===== src/rtl/cl_net_cmd_unit_pkg.sv =====
// Shared types for the network command front end: core state, network
// opcode and the packed network packet.
package cl_net_cmd_unit_pkg;

  localparam int NET_ADDR_W = 10;
  localparam int NET_REG_W  = 6;
  localparam int NET_DATA_W = 32;

  // Core state as seen by the command gate.
  typedef enum logic [1:0] {
    IDLE = 2'd0,
    RUN  = 2'd1,
    ERR  = 2'd2
  } state_e;

  // Network opcode; encodings 5..7 are invalid and counted as drops.
  typedef enum logic [2:0] {
    OP_NULL  = 3'd0,
    OP_INSTR = 3'd1,
    OP_REG   = 3'd2,
    OP_PC    = 3'd3,
    OP_DMEM  = 3'd4
  } net_op_e;

  // 51-bit packet: op, addr, reg, data (MSB to LSB).
  typedef struct packed {
    net_op_e                 net_op;
    logic [NET_ADDR_W-1:0]   net_addr;
    logic [NET_REG_W-1:0]    net_reg;
    logic [NET_DATA_W-1:0]   net_data;
  } net_packet_s;

endpackage


===== src/rtl/cl_net_cmd_unit_if.sv =====
// Network port: packet, valid and ready grouped as one handshake bundle.
interface cl_net_cmd_unit_if;
  import cl_net_cmd_unit_pkg::*;

  net_packet_s net_packet_i;
  logic        net_valid_i;
  logic        net_ready_o;

  // Packet source (network side).
  modport master (
    output net_packet_i,
    output net_valid_i,
    input  net_ready_o
  );

  // Packet sink (command unit side).
  modport slave (
    input  net_packet_i,
    input  net_valid_i,
    output net_ready_o
  );
endinterface


===== src/rtl/cl_net_fifo.sv =====
// Small synchronous FIFO with registered storage. Pointers wrap modulo
// DEPTH; the occupancy count is one bit wider so full and empty are exact.
module cl_net_fifo #(
  parameter int DEPTH = 2,
  parameter int WIDTH = 8
) (
  input  logic             clk,
  input  logic             reset,
  input  logic             push_i,
  input  logic             pop_i,
  input  logic [WIDTH-1:0] din_i,
  output logic [WIDTH-1:0] head_o,
  output logic             full_o,
  output logic             empty_o
);
  localparam int PTR_W = $clog2(DEPTH);
  localparam logic [PTR_W-1:0] PTR_ONE  = PTR_W'(1);
  localparam logic [PTR_W:0]   CNT_ONE  = (PTR_W+1)'(1);
  localparam logic [PTR_W:0]   CNT_FULL = (PTR_W+1)'(DEPTH);

  logic [WIDTH-1:0] mem_q [DEPTH];
  logic [WIDTH-1:0] mem_d [DEPTH];
  logic [PTR_W-1:0] wr_ptr_q, wr_ptr_d;
  logic [PTR_W-1:0] rd_ptr_q, rd_ptr_d;
  logic [PTR_W:0]   count_q, count_d;
  logic             do_push, do_pop;

  assign full_o  = (count_q == CNT_FULL);
  assign empty_o = (count_q == '0);
  assign head_o  = mem_q[rd_ptr_q];
  assign do_push = push_i && !full_o;
  assign do_pop  = pop_i && !empty_o;

  // Next-state for pointers and occupancy.
  always_comb begin
    // NOTE: every variable gets a default first so no path leaves it unassigned (no latch).
    wr_ptr_d = wr_ptr_q;
    rd_ptr_d = rd_ptr_q;
    count_d  = count_q;
    if (do_push) wr_ptr_d = wr_ptr_q + PTR_ONE;
    if (do_pop)  rd_ptr_d = rd_ptr_q + PTR_ONE;
    case ({do_push, do_pop})
      2'b10:   count_d = count_q + CNT_ONE;
      2'b01:   count_d = count_q - CNT_ONE;
      default: count_d = count_q;
    endcase
  end

  // Next-state for storage: write the tail slot on push.
  always_comb begin
    mem_d = mem_q;
    if (do_push) mem_d[wr_ptr_q] = din_i;
  end

  // Pointer and count registers with synchronous reset.
  always_ff @(posedge clk) begin
    // NOTE: sequential state uses non-blocking assignments so all flops update together.
    if (reset) begin
      wr_ptr_q <= '0;
      rd_ptr_q <= '0;
      count_q  <= '0;
    end else begin
      wr_ptr_q <= wr_ptr_d;
      rd_ptr_q <= rd_ptr_d;
      count_q  <= count_d;
    end
  end

  // Packet storage.
  always_ff @(posedge clk) begin
    // NOTE: storage is not reset; an empty count already marks every slot as invalid.
    mem_q <= mem_d;
  end

endmodule


===== src/rtl/cl_net_cmd_unit.sv =====
// Network command front end: buffers network packets and dispatches the
// FIFO head as one write strobe, gated by the current core state.
module cl_net_cmd_unit
  import cl_net_cmd_unit_pkg::*;
#(
  parameter int FIFO_DEPTH = 2,
  parameter int CNT_W      = 8
) (
  input  logic                  clk,
  input  logic                  reset,
  cl_net_cmd_unit_if.slave      net_if,
  input  state_e                state_i,
  input  logic                  dmem_ready_i,
  output logic                  imem_we_o,
  output logic [NET_ADDR_W-1:0] imem_addr_o,
  output logic [NET_DATA_W-1:0] imem_data_o,
  output logic                  rf_we_o,
  output logic [NET_REG_W-1:0]  rf_addr_o,
  output logic [NET_DATA_W-1:0] rf_data_o,
  output logic                  dmem_we_o,
  output logic [NET_ADDR_W-1:0] dmem_addr_o,
  output logic [NET_DATA_W-1:0] dmem_data_o,
  output logic                  net_PC_write_cmd_IDLE_o,
  output logic [NET_ADDR_W-1:0] net_pc_o,
  output logic [CNT_W-1:0]      drop_count_o
);
  localparam int PKT_W = $bits(net_packet_s);
  localparam logic [CNT_W-1:0] CNT_MAX = '1;
  localparam logic [CNT_W-1:0] CNT_ONE = CNT_W'(1);

  logic             fifo_full;
  logic             fifo_empty;
  logic             ready;
  logic             push;
  logic             pop;
  logic             drop;
  logic             head_vld;
  logic [PKT_W-1:0] head_bits;
  net_packet_s      head;
  logic [CNT_W-1:0] drop_count_q, drop_count_d;

  // Ready depends only on the registered count, never on this cycle's pop.
  assign ready             = !fifo_full && !reset;
  assign net_if.net_ready_o = ready;
  assign push              = net_if.net_valid_i && ready;

  cl_net_fifo #(
    .DEPTH (FIFO_DEPTH),
    .WIDTH (PKT_W)
  ) u_fifo (
    .clk     (clk),
    .reset   (reset),
    .push_i  (push),
    .pop_i   (pop),
    .din_i   (net_if.net_packet_i),
    .head_o  (head_bits),
    .full_o  (fifo_full),
    .empty_o (fifo_empty)
  );

  assign head     = head_bits;
  assign head_vld = !fifo_empty && !reset;

  // Data outputs always follow the head; only the strobes qualify them.
  assign imem_addr_o = head.net_addr;
  assign imem_data_o = head.net_data;
  assign rf_addr_o   = head.net_reg;
  assign rf_data_o   = head.net_data;
  assign dmem_addr_o = head.net_addr;
  assign dmem_data_o = head.net_data;
  assign net_pc_o    = head.net_addr;

  // Decode the head against the core state: pick one strobe, pop, or drop.
  always_comb begin
    imem_we_o               = 1'b0;
    rf_we_o                 = 1'b0;
    dmem_we_o               = 1'b0;
    net_PC_write_cmd_IDLE_o = 1'b0;
    pop                     = 1'b0;
    drop                    = 1'b0;
    if (head_vld) begin
      if (state_i == ERR) begin
        // Drain one packet per cycle; only non-NULL packets count as drops.
        pop  = 1'b1;
        drop = (head.net_op != OP_NULL);
      end else begin
        case (head.net_op)
          OP_NULL: pop = 1'b1;
          OP_INSTR: begin
            imem_we_o = 1'b1;
            pop       = 1'b1;
          end
          OP_REG: begin
            // Outside IDLE the head stalls and blocks everything behind it.
            rf_we_o = (state_i == IDLE);
            pop     = (state_i == IDLE);
          end
          OP_PC: begin
            net_PC_write_cmd_IDLE_o = (state_i == IDLE);
            pop                     = (state_i == IDLE);
          end
          OP_DMEM: begin
            // Held with stable fields until the memory takes it.
            dmem_we_o = 1'b1;
            pop       = dmem_ready_i;
          end
          default: begin
            pop  = 1'b1;
            drop = 1'b1;
          end
        endcase
      end
    end
  end

  // Saturating drop counter: holds at all-ones instead of wrapping.
  always_comb begin
    drop_count_d = drop_count_q;
    if (drop && (drop_count_q != CNT_MAX)) drop_count_d = drop_count_q + CNT_ONE;
  end

  // Drop counter register.
  always_ff @(posedge clk) begin
    if (reset) drop_count_q <= '0;
    else       drop_count_q <= drop_count_d;
  end

  assign drop_count_o = drop_count_q;

endmodule

===== src/flat_wrapper.sv =====
// flat-port wrapper written by rule: the top's interface ports become plain ports
module cl_net_cmd_unit_flat import cl_net_cmd_unit_pkg::*;
#(
  parameter int FIFO_DEPTH = 2,
  parameter int CNT_W      = 8
)
  (clk, reset, state_i, dmem_ready_i, imem_we_o, imem_addr_o, imem_data_o, rf_we_o, rf_addr_o, rf_data_o, dmem_we_o, dmem_addr_o, dmem_data_o, net_PC_write_cmd_IDLE_o, net_pc_o, drop_count_o, net_if_net_packet_i, net_if_net_valid_i, net_if_net_ready_o);
  cl_net_cmd_unit_if net_if_i ();
  input  logic clk;
  input  logic reset;
  input  state_e state_i;
  input  logic dmem_ready_i;
  output logic imem_we_o;
  output logic [NET_ADDR_W-1:0] imem_addr_o;
  output logic [NET_DATA_W-1:0] imem_data_o;
  output logic rf_we_o;
  output logic [NET_REG_W-1:0] rf_addr_o;
  output logic [NET_DATA_W-1:0] rf_data_o;
  output logic dmem_we_o;
  output logic [NET_ADDR_W-1:0] dmem_addr_o;
  output logic [NET_DATA_W-1:0] dmem_data_o;
  output logic net_PC_write_cmd_IDLE_o;
  output logic [NET_ADDR_W-1:0] net_pc_o;
  output logic [CNT_W-1:0] drop_count_o;
  input wire logic [$bits(net_if_i.net_packet_i)-1:0] net_if_net_packet_i;
  input wire logic [$bits(net_if_i.net_valid_i)-1:0] net_if_net_valid_i;
  output wire logic [$bits(net_if_i.net_ready_o)-1:0] net_if_net_ready_o;
  assign net_if_i.net_packet_i = net_if_net_packet_i;
  assign net_if_i.net_valid_i = net_if_net_valid_i;
  assign net_if_net_ready_o = net_if_i.net_ready_o;
  cl_net_cmd_unit #(.FIFO_DEPTH(FIFO_DEPTH), .CNT_W(CNT_W)) u_core (.clk(clk), .reset(reset), .net_if(net_if_i), .state_i(state_i), .dmem_ready_i(dmem_ready_i), .imem_we_o(imem_we_o), .imem_addr_o(imem_addr_o), .imem_data_o(imem_data_o), .rf_we_o(rf_we_o), .rf_addr_o(rf_addr_o), .rf_data_o(rf_data_o), .dmem_we_o(dmem_we_o), .dmem_addr_o(dmem_addr_o), .dmem_data_o(dmem_data_o), .net_PC_write_cmd_IDLE_o(net_PC_write_cmd_IDLE_o), .net_pc_o(net_pc_o), .drop_count_o(drop_count_o));
endmodule

===== config.mk =====
export PLATFORM = sky130hd
export DESIGN_NAME = cl_net_cmd_unit_flat
export DESIGN_NICKNAME = d
export VERILOG_FILES = /design/src/rtl/cl_net_cmd_unit_pkg.sv /design/src/rtl/cl_net_cmd_unit_if.sv /design/src/rtl/cl_net_fifo.sv /design/src/rtl/cl_net_cmd_unit.sv /design/src/flat_wrapper.sv
export SDC_FILE = /design/constraint.sdc
export NUM_CORES = 1
export LEC_CHECK = 0
export CORE_ASPECT_RATIO = 0.9
export CORE_UTILIZATION = 25
export DETAILED_ROUTE_END_ITERATION = 12
export PLACE_DENSITY_LB_ADDON = 0.3
export SLEW_MARGIN = 40
export SYNTH_ARGS = -nofsm -noshare
export SYNTH_HDL_FRONTEND = slang
export SYNTH_SLANG_ARGS = --single-unit

===== constraint.sdc =====
create_clock -name clk -period 8.65 [get_ports clk]
set_input_delay 1.2975 -clock clk [delete_from_list [all_inputs] [get_ports clk]]
set_output_delay 1.2975 -clock clk [all_outputs]
set_load 0.05 [all_outputs]

== After elaboration in Yosys (flattened, before gate mapping) ==
Index checks and enable logic that the tools add are counted.

* Register bits: 114
* Bits of input ports: 57
* Output and inout bits: 145
* Word-level logic and storage cells: 67

* Add/subtract/negate cells: 5
* Order comparisons: 3
* Equal/unequal tests: 9
* Multiplexer cells: 25
* Bitwise operators: 2
* Reductions and logical operators: 17

{| class="wikitable"
|+ Operators with widths
! operator !! number
|-
| $mux 51 || 4
|-
| $bwmux 102 || 1
|-
| $demux 51 s1 || 1
|-
| $mux 1 || 17
|-
| $add 8x1->8 const B || 1
|-
| $ne 8x8->1 const B || 1
|-
| $logic_and 1x1->1 || 7
|-
| $eq 2x2->1 const B || 3
|-
| $eq 3x2->1 const B || 2
|-
| $reduce_or 5->1 || 1
|-
| $ge 2x2->1 const B || 2
|-
| $logic_not 2->1 || 2
|-
| $not 1->2 || 2
|-
| $pmux 2 s2 || 1
|-
| $eq 3x1->1 const B || 1
|-
| $eq 3x3->1 const B || 1
|-
| $logic_not 1->1 || 3
|-
| $logic_not 3->1 || 1
|-
| $reduce_bool 3->1 || 1
|-
| $add 1x1->1 const B || 2
|-
| $add 2x1->2 const B || 1
|-
| $eq 2x1->1 const B || 1
|-
| $lt 2x1->1 const B || 1
|-
| $pmux 1 s2 || 1
|-
| 3 further kinds || 3
|}

== Logic depth before layout (Yosys ltp) ==
* Depth after elaboration: 12
* Mapped depth: 9
* Gate-level depth less buffers: 7

== Hierarchy ==
From an unflattened synthesis, not the netlist that was laid out.

* Cell total of the unflattened synthesis: 329
* Area, all modules: 5003.5 sq um

{| class="wikitable"
|+ By module, submodules not included
! module !! instances !! cells each !! area an instance (sq um) !! seq. area each (sq um)
|-
| cl_net_fifo || 1 || 183 || 3868.7 || 3143.0
|-
| cl_net_cmd_unit || 1 || 146 || 1134.8 || 160.2
|}

== Least setup slack after synthesis ==
Ideal clock, no wire load.

* Path type: input to register
* Start point: input port reset
* End point: register u_core.u_fifo.mem_q[100] (netlist name) (enable)
* Library setup time: 0.460 ns
* Data arrival time: 4.566 ns
* Required time: 8.190 ns
* Setup slack: 3.624 ns
* Stages on the path: 3
* Buffers on the path: 0
* Cells stage by stage: a21oi_1 -> nand2_1 -> nor2_1

* Word-level cells in the longest chain between the ends: 4

{| class="wikitable"
|+ RTL lines
! element !! line !! RTL
|-
| from (decl) || flat_wrapper.sv:10 || <nowiki>input logic reset;</nowiki>
|-
| $logic_not 1->1 || cl_net_cmd_unit.sv:43 || <nowiki>assign ready = !fifo_full && !reset;</nowiki>
|-
| $logic_and 1x1->1 || cl_net_cmd_unit.sv:43 ||
|-
| $logic_and 1x1->1 || cl_net_cmd_unit.sv:45 || <nowiki>assign push = net_if.net_valid_i && ready;</nowiki>
|-
| $logic_and 1x1->1 || cl_net_fifo.sv:31 || <nowiki>assign do_push = push_i && !full_o;</nowiki>
|-
| to (signal assigned) || cl_net_fifo.sv:72 || <nowiki>mem_q <= mem_d;</nowiki>
|-
| to (decl) || cl_net_fifo.sv:21 || <nowiki>logic [WIDTH-1:0] mem_q [DEPTH];</nowiki>
|}

Every way passes these cells.
A chain may end at the register's enable or synchronous reset.

== Worst setup path in the final report ==
* Start point: input port reset
* End point: output port net_PC_write_cmd_IDLE_o

* Word-level cells in the longest chain between the ends: 3

{| class="wikitable"
|+ RTL lines
! element !! line !! RTL
|-
| $logic_not 1->1 || cl_net_cmd_unit.sv:62 || <nowiki>assign head_vld = !fifo_empty && !reset;</nowiki>
|-
| $logic_and 1x1->1 || cl_net_cmd_unit.sv:62 ||
|-
| $mux 1 || cl_net_cmd_unit.sv:81 || <nowiki>if (head_vld) begin</nowiki>
|-
| to (decl) || flat_wrapper.sv:22 || <nowiki>output logic net_PC_write_cmd_IDLE_o;</nowiki>
|}

Every way passes these cells.

==> flow_summary_export.csv <==
group,metric,value,unit
status,status,"finished, violations left",
status,violations,"design-rule violations",
worst_setup_path,path_cells,"clkdlybuf4s50_1 -> o21bai_1 -> or4_2 -> nor2_1 -> clkdlybuf4s50_1",
worst_setup_path,regToRegSetupSlack,6.06,ns
worst_setup_path,worstReg2RegStart,"u_core.u_fifo.rd_ptr_q",
finish,final_cell_mix,"clkdlybuf4s50_1 (201), edfxtp_1 (102), mux2_2 (49)",
yosys,synthMuxAreaShare,0.1146,
place,port_buffers,201,
cts,cts_tree,"built",
yosys,ys_ff_latch,114,
run,drv_cap,0,
drt,vias,3094,
yosys,synth_top_family_by_area,"buffers and inverters",
sta,hold_viol,0,
cts,htreeDepth,4,
worst_setup_path,worst_setup_path_end_kind,"output port",
sta,rsz0062_at_grt,"no",
worst_setup_path,crit_buf_inv,2,
yosys,yosysWarningCount,0,
yosys,synth_xor_area_frac,0.006900,
yosys,synth_nets,402,
yosys,synth_compound_area_frac,0.03573,
worst_setup_path,r2r_cells,5,
cts,cts.sinks,114,
global_routing,grt_max_degree,37,
yosys,syn_avg_cell_area,14.80,µm²
global_routing,grt.met3_usage,0.03397,
sta,fin_crit_sh,0.5958,
global_routing,grt_use_met2,0.1767,
cts,worst_skew_pair.late_latency,0.41,ns
yosys,synth_simple_gate_area_frac,0.05101,
cts,clk_path_buf_depth,2,
worst_setup_path,cpPeakStageDelay,0.81,ns
cts,clk_pin_slew,0.05,ns
finish,synthToLayoutAreaGrowth,45.07,%
cts,cts_root_buffer,"clkbuf_16",
floorplan,core_area,19930,µm²
cts,postCtsHoldBufs,0,
worst_setup_path,worstPathMaxFanout,13,
floorplan,rows,49,
drt,ant_nets,0,
worst_setup_path,timing.rr.end,"u_core.drop_count_o[7]",
finish,fill_cells,1876,
finish,nNetsFinal,534,
power_and_ir_drop,p_per_area,360.7,nW/µm²
worst_setup_path,required,7.35,ns
power_and_ir_drop,internal_power,0.001521,W
global_routing,grt_busiest_layer,"met2",
drt,vias_per_cell,4.164,
worst_setup_path,startpoint_type,"input pin",
yosys,synth-seq-area-share,0.6506,
floorplan,io_pins,202,
sta,finClkSkew,0.006876,ns
hold_path,holdPathEnd,"u_core.drop_count_o[5]",
drt,drc_errors,9,
sta,fin_crit,5.153,ns
sta,slew_headroom,0.5285,
finish,antennaDiodeCount,0,
worst_setup_path,cp.arrival,3.86,ns
sta,max_freq,0.1940,GHz
power_and_ir_drop,p_sw,0.001136,W
sta,setup_slack,3.497,ns
power_and_ir_drop,power.leakage,2.500,nW
power_and_ir_drop,power.share.clock,0.258,
global_routing,antenna_found_initial,0,
yosys,syn-instance-count,343,
drt,wl,11080,µm
drt,initialDrtViolationCount,88,
hold_path,hold_path_depth,1,
finish,final_common_cell,"clkdlybuf4s50_1",
sta,setup_tns,0,ns
worst_setup_path,worst_path_max_delay_cell,"clkdlybuf4s50_1",
power_and_ir_drop,p_total,0.002657,W
cts,cts_made_buffers,17,
worst_setup_path,crit_family,"buffers and inverters",
hold_path,hold_class,"reg -> reg",
yosys,synth_fa_ha_area_frac,0.004929,
floorplan,die_h,137.2,µm
floorplan,start_util,0.2548,
finish,drive_above_1_share,0.1803,
drt,wl_per_cell,14.92,µm
worst_setup_path,critPathMostFrequentCell,"clkdlybuf4s50_1",
sta,worst_pin_slew,0.7073,ns
yosys,synth_cell_types,44,
global_routing,grt_pass1_wl,16630,µm
worst_setup_path,crit_type,"in -> out",
global_routing,grt_pass1_vias,3148,
floorplan,die_area,20880,µm²
place,dp_hpwl,7638,µm
power_and_ir_drop,peakVddDrop,0.1921,mV
power_and_ir_drop,pwr-share-comb,0.482,
sta,slew_violations,0,
hold_path,holdCritStartpoint,"u_core.drop_count_o[5]",
sta,finalSetupViolations,0,
yosys,syn_area,5077,µm²
drt,dr.pass1.iters,8,
place,dp_slack,3.492,ns
cts,cts_setup_buffers,0,
global_routing,grt_util_met1,0.1295,
finish,final_util,0.3697,
power_and_ir_drop,switching_share,0.4275,
floorplan,die_w,152.2,µm
place,gp_congestion,0.7402,
power_and_ir_drop,seq_power_share,0.260,
cts,ctsResizeCount,0,
global_routing,track_usage,0.1074,
global_routing,overflow,0,
[worst max path at each step]
stage	end	cells past startpoint	from
3_5_place_dp	net_PC_write_cmd_IDLE_o	5	reset
6_report	net_PC_write_cmd_IDLE_o	5	reset
2_1_floorplan	u_core.u_fifo.mem_q[100]	3	reset
4_1_cts	net_PC_write_cmd_IDLE_o	5	reset
3_3_place_gp	rf_we_o	5	reset
5_1_grt	net_PC_write_cmd_IDLE_o	5	reset
[sequential cells by signal, indices dropped and copies added (netlist names)]
signal and flops:
u_core.u_fifo.count_q 2, u_core.u_fifo.rd_ptr_q 1, u_core.drop_count_o 8, u_core.u_fifo.mem_q 102, u_core.u_fifo.wr_ptr_q 1
[through the flow]
stage / cell area [µm²] / hold slack (ns) / std cells
after floorplan: 5077 / 0.4845 / 343
after global placement: 6771 / 0.4902 / 710
after detailed placement: 6787 / 0.4922 / 711
after CTS: 7363 / 0.5043 / 743
after global routing: 7366 / 0.5262 / 743
final: 7366 / 0.5020 / 743
[cell type report]
type / instances / area, µm² / area share
Inverter: 6 / 22.52 / 0.003058
Sequential cell: 114 / 3307 / 0.4490
Tap cell: 255 / 319.1 / 0.04332
Timing Repair Buffer: 205 / 2049 / 0.2782
Multi-Input combinational cell: 131 / 1091 / 0.1481
Clock buffer: 20 / 436.7 / 0.05928
Clock inverter: 12 / 140.1 / 0.01902
[per-layer routing]
metal,vias up,wire [µm]
met1,1509,4819
met4,0,153
met5,-,0
li1,1453,-
met3,11,643
met2,121,5466
[power groups by stage]
stage               clock (W)  combinational [W]  sequential (W)
detailed placement          0            0.00129        0.000702
global placement            0            0.00128        0.000700
CTS                  0.000710            0.00129        0.000691
finish               0.000686            0.00128        0.000690
global route         0.000734            0.00133        0.000697
floorplan                   0            0.00104        0.000675
[cell families after synthesis]
family                     count (synthesis)
adders and majority gates                  2
buffers and inverters                     98
muxes                                     52
AOI/OAI and AO/OA                         27
xor gates and xnor gates                   4
DFF                                      114
and+or+nand+nor                           46
[Yosys cell counts]
library cell / n / area, µm²
or3_1: 1 / 6.260
edfxtp_1: 102 / 3063
o31ai_1: 2 / 15.01
buf_2: 1 / 5.000
xor2_1: 3 / 26.28
o32a_1: 1 / 10.01
inv_1: 6 / 22.52
or4_1: 2 / 15.01
nand3_1: 3 / 15.01
and3b_1: 2 / 17.52
a21oi_1: 7 / 35.03
dfxtp_1: 12 / 240.2
nor3_1: 3 / 15.01
buf_4: 84 / 630.6
buf_6: 1 / 11.26
o41ai_1: 1 / 8.760
xnor2_1: 1 / 8.760
nor2b_1: 1 / 6.260
and2b_4: 1 / 10.01
buf_1: 5 / 18.77
nor3b_1: 2 / 15.01
and2_1: 1 / 6.260
nand4_1: 2 / 12.51
nor2b_2: 1 / 8.760
or2b_1: 1 / 7.510
nor2_1: 13 / 48.80
o21bai_1: 1 / 7.510
o211ai_1: 2 / 15.01
o21ai_1: 3 / 15.01
o311ai_0: 2 / 17.52
nand2_1: 6 / 22.52
a221oi_1: 1 / 8.760
a32o_1: 1 / 10.01
mux2i_1: 3 / 30.03
and4_1: 2 / 17.52
o21a_1: 1 / 7.510
ha_1: 2 / 25.02
or4_2: 1 / 8.760
or3_2: 1 / 7.510
o21ai_0: 4 / 20.02
a221o_2: 1 / 11.26
and3_1: 3 / 18.77
clkbuf_1: 1 / 3.750
mux2_2: 49 / 551.8
Power figures use the tool's default switching activity.
